### src/rtl/txn_risk_scorer.sv
// txn_risk_scorer: tracks per-wallet transaction statistics and, on request,
// computes a 0..100 risk confidence score for one wallet. Four ratios are
// computed one after another on a single shared restoring divider.
module txn_risk_scorer #(
    parameter int NUM_WALLETS = 4,
    parameter int VALUE_W     = 20,
    parameter int TS_W        = 31,
    parameter int CNT_W       = 16,
    parameter int DIV_W       = 40,
    localparam int WID        = (NUM_WALLETS > 1) ? $clog2(NUM_WALLETS) : 1
) (
    input  logic               clk,
    input  logic               rst_n,
    input  logic               txn_valid,
    input  logic [WID-1:0]     txn_wallet,
    input  logic               txn_in,
    input  logic [1:0]         txn_method,
    input  logic [VALUE_W-1:0] txn_value,
    input  logic [TS_W-1:0]    txn_time,
    input  logic               clr_valid,
    input  logic [WID-1:0]     clr_wallet,
    input  logic               req_valid,
    output logic               req_ready,
    input  logic [WID-1:0]     req_wallet,
    output logic               score_valid,
    output logic [WID-1:0]     score_wallet,
    output logic [6:0]         score,
    output logic [6:0]         m_score,
    output logic [6:0]         i_score,
    output logic [6:0]         v_score,
    output logic [6:0]         p_score
);

    localparam int BCW = $clog2(DIV_W);
    localparam logic [DIV_W-1:0] HUNDRED = DIV_W'(100);

    typedef enum logic [2:0] {IDLE, LOAD, DIV_M, DIV_I, DIV_V, DIV_P, SUM} state_t;

    typedef struct packed {
        logic [CNT_W-1:0] cnt;
        logic [CNT_W-1:0] in_cnt;
        logic [CNT_W-1:0] oth_cnt;
        logic             priv;
        logic [DIV_W-1:0] vsum;
        logic [TS_W-1:0]  t_first;
        logic [TS_W-1:0]  t_last;
    } wallet_t;

    // ---------------------------------------------------------------------
    // Helpers
    // ---------------------------------------------------------------------
    function automatic logic [CNT_W-1:0] sat_inc(input logic [CNT_W-1:0] c);
        return (&c) ? c : c + 1'b1;
    endfunction

    function automatic logic [DIV_W-1:0] sat_add(input logic [DIV_W-1:0] a,
                                                 input logic [VALUE_W-1:0] b);
        logic [DIV_W:0] s;
        s = {1'b0, a} + (DIV_W+1)'(b);
        return s[DIV_W] ? '1 : s[DIV_W-1:0];
    endfunction

    // A clear on the same wallet is applied before the transaction.
    function automatic wallet_t next_wallet(input wallet_t cur, input logic clr,
                                            input logic hit);
        wallet_t n;
        n = clr ? '0 : cur;
        if (hit) begin
            if (n.cnt == '0) n.t_first = txn_time;
            n.t_last = txn_time;
            n.cnt    = sat_inc(n.cnt);
            if (txn_in) n.in_cnt = sat_inc(n.in_cnt);
            case (txn_method)
                2'b00, 2'b01: n.priv    = 1'b1;
                2'b10:        n.oth_cnt = sat_inc(n.oth_cnt);
                default:      ;
            endcase
            n.vsum = sat_add(n.vsum, txn_value);
        end
        return n;
    endfunction

    function automatic logic [6:0] m_pts(input logic priv, input logic [DIV_W-1:0] pct);
        if (priv || pct >= DIV_W'(15)) return 7'd15;
        if (pct >= DIV_W'(10))         return 7'd10;
        if (pct >= DIV_W'(5))          return 7'd5;
        return 7'd0;
    endfunction

    function automatic logic [6:0] i_pts(input logic [DIV_W-1:0] pct);
        if (pct >= DIV_W'(95) || pct <= DIV_W'(5))  return 7'd35;
        if (pct >= DIV_W'(90) || pct <= DIV_W'(10)) return 7'd30;
        if (pct >= DIV_W'(85) || pct <= DIV_W'(15)) return 7'd25;
        if (pct >= DIV_W'(80) || pct <= DIV_W'(20)) return 7'd20;
        if (pct >= DIV_W'(75) || pct <= DIV_W'(25)) return 7'd15;
        if (pct >= DIV_W'(70) || pct <= DIV_W'(30)) return 7'd10;
        return 7'd0;
    endfunction

    function automatic logic [6:0] v_pts(input logic [DIV_W-1:0] avg);
        if (avg >= DIV_W'(400000)) return 7'd20;
        if (avg >= DIV_W'(200000)) return 7'd17;
        if (avg >= DIV_W'(100000)) return 7'd14;
        if (avg >= DIV_W'(50000))  return 7'd10;
        if (avg >= DIV_W'(10000))  return 7'd7;
        return 7'd0;
    endfunction

    function automatic logic [6:0] p_pts(input logic [DIV_W-1:0] per);
        if (per >= DIV_W'(3600)) return 7'd30;
        if (per >= DIV_W'(1800)) return 7'd25;
        if (per >= DIV_W'(720))  return 7'd20;
        if (per >= DIV_W'(60))   return 7'd15;
        if (per >= DIV_W'(1))    return 7'd5;
        return 7'd0;
    endfunction

    // ---------------------------------------------------------------------
    // Per-wallet statistics
    // ---------------------------------------------------------------------
    wallet_t wal    [NUM_WALLETS];
    wallet_t wal_nx [NUM_WALLETS];

    // Next statistics for every wallet from this cycle's clear and transaction.
    always_comb begin
        for (int w = 0; w < NUM_WALLETS; w++) begin
            wal_nx[w] = next_wallet(wal[w],
                                    clr_valid && (clr_wallet == WID'(w)),
                                    txn_valid && (txn_wallet == WID'(w)));
        end
    end

    // Wallet statistics register.
    always_ff @(posedge clk) begin
        if (!rst_n) begin
            // NOTE: the wallet table is a handful of flops, so it is reset
            // directly; a RAM-based table would need a clear sweep instead.
            for (int w = 0; w < NUM_WALLETS; w++) wal[w] <= '0;
        end else begin
            // NOTE: sequential state uses <= so every flop samples pre-edge values.
            wal <= wal_nx;
        end
    end

    // ---------------------------------------------------------------------
    // Request snapshot selection (pre-update state, zero if out of range)
    // ---------------------------------------------------------------------
    wallet_t         sel;
    logic [TS_W-1:0] sel_per;

    // Pick the requested wallet's current statistics.
    always_comb begin
        // NOTE: default assignment first so no path leaves it unassigned (no latch).
        sel = '0;
        if (int'(req_wallet) < NUM_WALLETS) sel = wal[req_wallet];
    end

    // Unsigned modular span; handles timestamp wrap.
    assign sel_per = sel.t_last - sel.t_first;

    // ---------------------------------------------------------------------
    // Control FSM
    // ---------------------------------------------------------------------
    state_t          state, state_nx;
    logic [BCW-1:0]  bit_cnt;
    logic            bit_last;

    assign req_ready = (state == IDLE);
    assign bit_last  = (bit_cnt == BCW'(DIV_W - 1));

    // State register.
    always_ff @(posedge clk) begin
        if (!rst_n) state <= IDLE;
        else        state <= state_nx;
    end

    // Next-state sequencing; SUM holds for the output pulse cycle.
    always_comb begin
        state_nx = state;
        case (state)
            IDLE:    if (req_valid) state_nx = LOAD;
            LOAD:    state_nx = DIV_M;
            DIV_M:   if (bit_last) state_nx = DIV_I;
            DIV_I:   if (bit_last) state_nx = DIV_V;
            DIV_V:   if (bit_last) state_nx = DIV_P;
            DIV_P:   if (bit_last) state_nx = SUM;
            SUM:     if (score_valid) state_nx = IDLE;
            default: state_nx = IDLE;
        endcase
    end

    // ---------------------------------------------------------------------
    // Shared restoring divider and snapshot
    // ---------------------------------------------------------------------
    logic [DIV_W-1:0] dvd_m, dvd_i, dvd_v, dvd_p, dvs;
    logic [DIV_W-1:0] rem, quo, rem_nx, quo_nx;
    logic [DIV_W:0]   rem_sh;
    logic             sub_ok;
    logic [DIV_W-1:0] q_m, q_i, q_v, q_p;
    logic             snap_zero, snap_priv;
    logic [WID-1:0]   snap_wallet;

    // One quotient bit per cycle: shift in the next dividend bit, try subtract.
    always_comb begin
        rem_sh = {rem, quo[DIV_W-1]};
        sub_ok = (rem_sh >= {1'b0, dvs});
        rem_nx = sub_ok ? DIV_W'(rem_sh - {1'b0, dvs}) : rem_sh[DIV_W-1:0];
        quo_nx = {quo[DIV_W-2:0], sub_ok};
    end

    // Snapshot on acceptance, then run the four divides back to back.
    always_ff @(posedge clk) begin
        if (!rst_n) begin
            dvd_m <= '0; dvd_i <= '0; dvd_v <= '0; dvd_p <= '0; dvs <= '0;
            rem <= '0; quo <= '0; bit_cnt <= '0;
            q_m <= '0; q_i <= '0; q_v <= '0; q_p <= '0;
            snap_zero <= 1'b0; snap_priv <= 1'b0; snap_wallet <= '0;
        end else begin
            case (state)
                IDLE: if (req_valid) begin
                    dvd_m       <= HUNDRED * DIV_W'(sel.oth_cnt);
                    dvd_i       <= HUNDRED * DIV_W'(sel.in_cnt);
                    dvd_v       <= sel.vsum;
                    dvd_p       <= DIV_W'(sel_per);
                    dvs         <= DIV_W'(sel.cnt);
                    snap_zero   <= (sel.cnt == '0);
                    snap_priv   <= sel.priv;
                    snap_wallet <= req_wallet;
                end
                LOAD: begin
                    rem     <= '0;
                    quo     <= dvd_m;
                    bit_cnt <= '0;
                end
                DIV_M, DIV_I, DIV_V, DIV_P: begin
                    if (!bit_last) begin
                        rem     <= rem_nx;
                        quo     <= quo_nx;
                        bit_cnt <= bit_cnt + 1'b1;
                    end else begin
                        rem     <= '0;
                        bit_cnt <= '0;
                        case (state)
                            DIV_M:   begin q_m <= quo_nx; quo <= dvd_i; end
                            DIV_I:   begin q_i <= quo_nx; quo <= dvd_v; end
                            DIV_V:   begin q_v <= quo_nx; quo <= dvd_p; end
                            default: begin q_p <= quo_nx; end
                        endcase
                    end
                end
                default: ;
            endcase
        end
    end

    // ---------------------------------------------------------------------
    // Component scoring and result outputs
    // ---------------------------------------------------------------------
    logic [6:0] m_c, i_c, v_c, p_c;

    // Empty snapshot forces every component to zero.
    always_comb begin
        m_c = 7'd0;
        i_c = 7'd0;
        v_c = 7'd0;
        p_c = 7'd0;
        if (!snap_zero) begin
            m_c = m_pts(snap_priv, q_m);
            i_c = i_pts(q_i);
            v_c = v_pts(q_v);
            p_c = p_pts(q_p);
        end
    end

    // Register the result on SUM entry and pulse score_valid for one cycle.
    always_ff @(posedge clk) begin
        if (!rst_n) begin
            score_valid  <= 1'b0;
            score_wallet <= '0;
            score        <= '0;
            m_score      <= '0;
            i_score      <= '0;
            v_score      <= '0;
            p_score      <= '0;
        end else if (state == SUM && !score_valid) begin
            score_valid  <= 1'b1;
            score_wallet <= snap_wallet;
            m_score      <= m_c;
            i_score      <= i_c;
            v_score      <= v_c;
            p_score      <= p_c;
            score        <= m_c + i_c + v_c + p_c;
        end else begin
            score_valid  <= 1'b0;
        end
    end

endmodule

### config.mk
export PLATFORM = sky130hd
export DESIGN_NAME = txn_risk_scorer
export DESIGN_NICKNAME = d
export VERILOG_FILES = /design/src/rtl/txn_risk_scorer.sv
export SDC_FILE = /design/constraint.sdc
export NUM_CORES = 2
export LEC_CHECK = 0
export BUFFER_PORTS_ARGS = -buffer_cell sky130_fd_sc_hd__buf_2
export CAP_MARGIN = 20
export CORE_MARGIN = 3
export CORE_UTILIZATION = 65
export DETAILED_ROUTE_END_ITERATION = 10
export GPL_TIMING_DRIVEN = 0
export PLACE_DENSITY = 0.82
export SETUP_SLACK_MARGIN = 0.2
export SYNTH_ARGS = -nofsm -noshare
export SYNTH_HDL_FRONTEND = slang
export SYNTH_SLANG_ARGS = --single-unit
### constraint.sdc
create_clock -name clk -period 15.3 [get_ports clk]
set_input_delay 3.06 -clock clk [delete_from_list [all_inputs] [get_ports clk]]
set_output_delay 3.06 -clock clk [all_outputs]
set_load 0.01 [all_outputs]
==> reports/results.tsv <==
stage	metric	value	unit
floorplan	row_count	105	
timing	finalHoldViolCount	0	
timing	fin_crit	9.793	ns
outcome	status	finished clean	
cts	cts_sinks	1010	
timing	maxSlewViolCount	0	
grt	grt_pass1_wl	284000	um
synth	synth_most_common_cell	nand2_1	
critical_path	regToRegStartpoint	q_i[34]$_SDFFE_PN0P_	
cts	cts_resized	0	
floorplan	die-area	86880	um^2
grt	grtUsageMet3	0.1176	
drt	drt-total-wl	190200	um
drt	routedWlPerCell	23.93	um
timing	slew_headroom	0.1355	
final_layout	fill_cells	6491	
critical_path	crit_path_end	wal[531]$_SDFF_PN0_	
grt	track_usage	0.4263	
floorplan	start_util	0.6579	
critical_path	path_cells	buf_2, or3b_1, clkbuf_1, clkbuf_1, clkbuf_1, clkbuf_1, clkbuf_1, and2_1, ha_1, nand2_1, nor3_2, nand3_1, a211o_1, a31oi_2, a31oi_1, or4_1, or3_1, clkbuf_1, buf_2, a31oi_1	
power_and_ir_drop	vdd_drop_max	0.1220	mV
grt	grtUsageMet1	0.5474	
synth	synth_cell_type_count	88	
timing	setup_tns	0	ns
floorplan	core	82370	um^2
timing	worstMarginPinSlew	1.297	ns
drt	drc	0	
timing	fin_crit_sh	0.6401	
grt	overflow	0	
timing	max_freq	102.1	MHz
drt	drtAntennaViolNets	0	
drt	vias	51890	
critical_path	cp-startpoint	clr_valid	
final_layout	final_util	0.7241	
placement	hpwl	144500	um
final_layout	area_delta_synth_final	10.06	%
grt	grtUsageMet2	0.6323	
synth	synth_seq_cells	1010	
final_layout	fin_nets	7153	
placement	place.gp.congestion	1.049	
grt	grt_start_max_net_pins	15	
synth	synth_area_leaders	dfxtp_1 37%, nand2_1 7.5%, a21oi_1 6.4%, mux4_2 6.2%, ha_1 5.9%	
cts	cts_setup_buffers	0	
synth	yosys.area.top_type	dfxtp_1	
cts	hold_buffers	0	
synth	synth_top_area_frac	0.3731	
synth	syn_area	54200	um^2
critical_path	crit_required	15.91	ns
critical_path	cp-start-kind	input pin	
grt	grt_antenna_before_repair	11	
critical_path	path_class	in2reg	
synth	seq_area_frac_synth	0.3731	
critical_path	crit_top_cell	clkbuf_1	
synth	synthCells	6602	
critical_path	crit_fanout	10	
cts	cts_tree	built	
flow_run	max_cap_violations	0	
worst_hold_path	hold_path.class	reg2reg	
drt	drtIter0Drc	6115	
synth	syn_avg_cell_area	8.209	um^2
critical_path	ff2ff_setup_slack	10.13	ns
critical_path	cpMaxStageDelayCell	clkbuf_1	
timing	rsz0062_at_grt	false	
timing	setup_violations	0	
critical_path	crit_arrival	10.40	ns
power_and_ir_drop	leakage	22.37	nW
cts	cts_root_buf	clkbuf_16	
drt	vias_per_cell	6.530	
final_layout	final_area	59650	um^2
floorplan	pin_count	104	
critical_path	worstReg2RegEnd	score[5]$_SDFFE_PN0P_	
cts	cts_max_path_buffers	3	
cts	path_clk_slew	0.06	ns
critical_path	critPathMaxStageDelay	0.97	ns
synth	yosysWarnings	0	
grt	grt_most_used_layer	met2	
synth	synth_commonest_cells	1085 x nand2_1, 1010 x dfxtp_1, 692 x a21oi_1, 589 x nor2_1, 351 x clkbuf_1	
critical_path	cp-end-kind	register	
placement	io_buffers	61	
final_layout	drive_gt1_frac	0.06913	
cts	numCtsBuffers	105	
grt	grt_pass1_vias	48291	
cts	clk_latency	0.71	ns
synth	synthFlopType	dfxtp_1	
power_and_ir_drop	power-per-cell-area	103.5	nW/um^2
drt	dr.pass1.iters	9	
timing	fin_skew	0.03821	ns
synth	synth_edf_count	0	
synth	async_flop_share	0	
floorplan	die_y	294.8	um
placement	place_area	56040	um^2
floorplan	dieWidth	294.8	um
critical_path	r2r_cells	17	
cts	htreeDepth	3	
cell usage in the layout, fill, tap and decap left out, types with 32 or more instances in the layout:
cell / synthesis / routed
or3_1: 40 / 40
fa_1: 37 / 37
and2_1: 126 / 126
a22oi_1: 151 / 151
a21o_1: 70 / 70
nor4_1: 72 / 72
clkbuf_16: 0 / 107
dfxtp_1: 1010 / 1010
inv_1: 234 / 234
buf_1: 42 / 42
xnor2_1: 164 / 164
ha_1: 256 / 256
nor2_1: 589 / 589
and3_1: 58 / 58
nor3_1: 102 / 101
nand3_1: 301 / 301
a21oi_1: 692 / 692
nand2_1: 1085 / 1085
mux4_2: 150 / 150
buf_2: 8 / 70
nor2b_1: 41 / 41
xor2_1: 188 / 188
clkbuf_1: 351 / 372
a211oi_1: 54 / 54
nand4_1: 91 / 91
o21ai_0: 255 / 255
a31oi_1: 39 / 39
clkbuf_2: 31 / 32
state kept, by name, summed over array words and instances (netlist names), 6 cells and up:
register  flops
dvd_v        40
quo          40
bit_cnt       6
dvd_m        21
score         7
dvd_p        31
wal         604
dvs          16
dvd_i        21
q_m          40
q_p          40
q_i          40
q_v          36
i_score       6
rem          40
routing by layer:
layer	wire length (um)	share of wire	vias to the layer above
met1	71540	0.38	24323
met3	24210	0.13	741
met5	202	0.0011	-
met4	14270	0.075	8
li1	-	-	23505
met2	79930	0.42	3313
logic make-up (layout without fill, tap and decap cells):
logic type | count (synthesis) | in the layout | synth area share
AND/OR/NAND/NOR | 2627 | 2627 | 0.2194
AO/OA/AOI/OAI | 1476 | 1476 | 0.1639
flip-flops | 1010 | 1010 | 0.3731
buffers and inverters | 677 | 939 | 0.04862
XOR/XNOR | 352 | 352 | 0.05688
adder cells (fa/ha/maj) | 293 | 293 | 0.07277
multiplexers | 166 | 166 | 0.06529
other | 1 | 14 | 0.00006919
stage by stage:
stage / setup WS [ns] / hold WS, ns / std cells / power, mW
detailed placement: 4.607 / 0.4458 / 7752 / 3.536
global placement: 4.409 / 0.4381 / 7740 / 3.517
CTS: 5.275 / 0.4547 / 7935 / 6.128
floorplan: 6.435 / 0.4249 / 6609 / 3.282
finish: 5.507 / 0.4545 / 7947 / 6.172
global route: 5.235 / 0.4708 / 7942 / 6.312
layout make-up:
type,count,area (um^2),area share
multi-input cells,4922,31370,0.5260
flip-flops and latches,1010,20220,0.3390
clock buffers,149,3035,0.05089
plain buffers,443,1758,0.02947
well taps,1070,1339,0.02244
inverters,234,878.3,0.01473
repair buffers,79,550.5,0.009230
clock inverters,34,479.2,0.008034
diodes,6,15.01,0.0002517
worst max-delay path, delay by kind of cell:
kind | cells | cell delay, ns
buffers and inverters | 8 | 4.33
AND/OR/NAND/NOR | 7 | 1.85
AO/OA/AOI/OAI | 4 | 0.95
adder cells (fa/ha/maj) | 1 | 0.20
power by group:
group / internal, mW / switching [mW] / leakage, nW
clock: 1.54 / 1.11 / 1.72
combinational: 0.257 / 0.504 / 12.5
sequential: 2.69 / 0.0691 / 8.17
total: 4.49 / 1.68 / 22.4
worst min-delay path by stage:
stage	startpoint	to	depth (start not counted)
finish	dvs[14]$_SDFFE_PN0P_	dvs[14]$_SDFFE_PN0P_	2
global route	dvd_v[38]$_SDFFE_PN0P_	dvd_v[38]$_SDFFE_PN0P_	2
CTS	dvd_v[38]$_SDFFE_PN0P_	dvd_v[38]$_SDFFE_PN0P_	2
detailed placement	q_v[20]$_SDFFE_PN0P_	q_v[20]$_SDFFE_PN0P_	2
global placement	rem[39]$_SDFFE_PN0P_	rem[39]$_SDFFE_PN0P_	2
floorplan	dvd_i[21]$_SDFFE_PN0P_	dvd_i[21]$_SDFFE_PN0P_	2
Note: power is estimated with default switching activity, not from simulation.
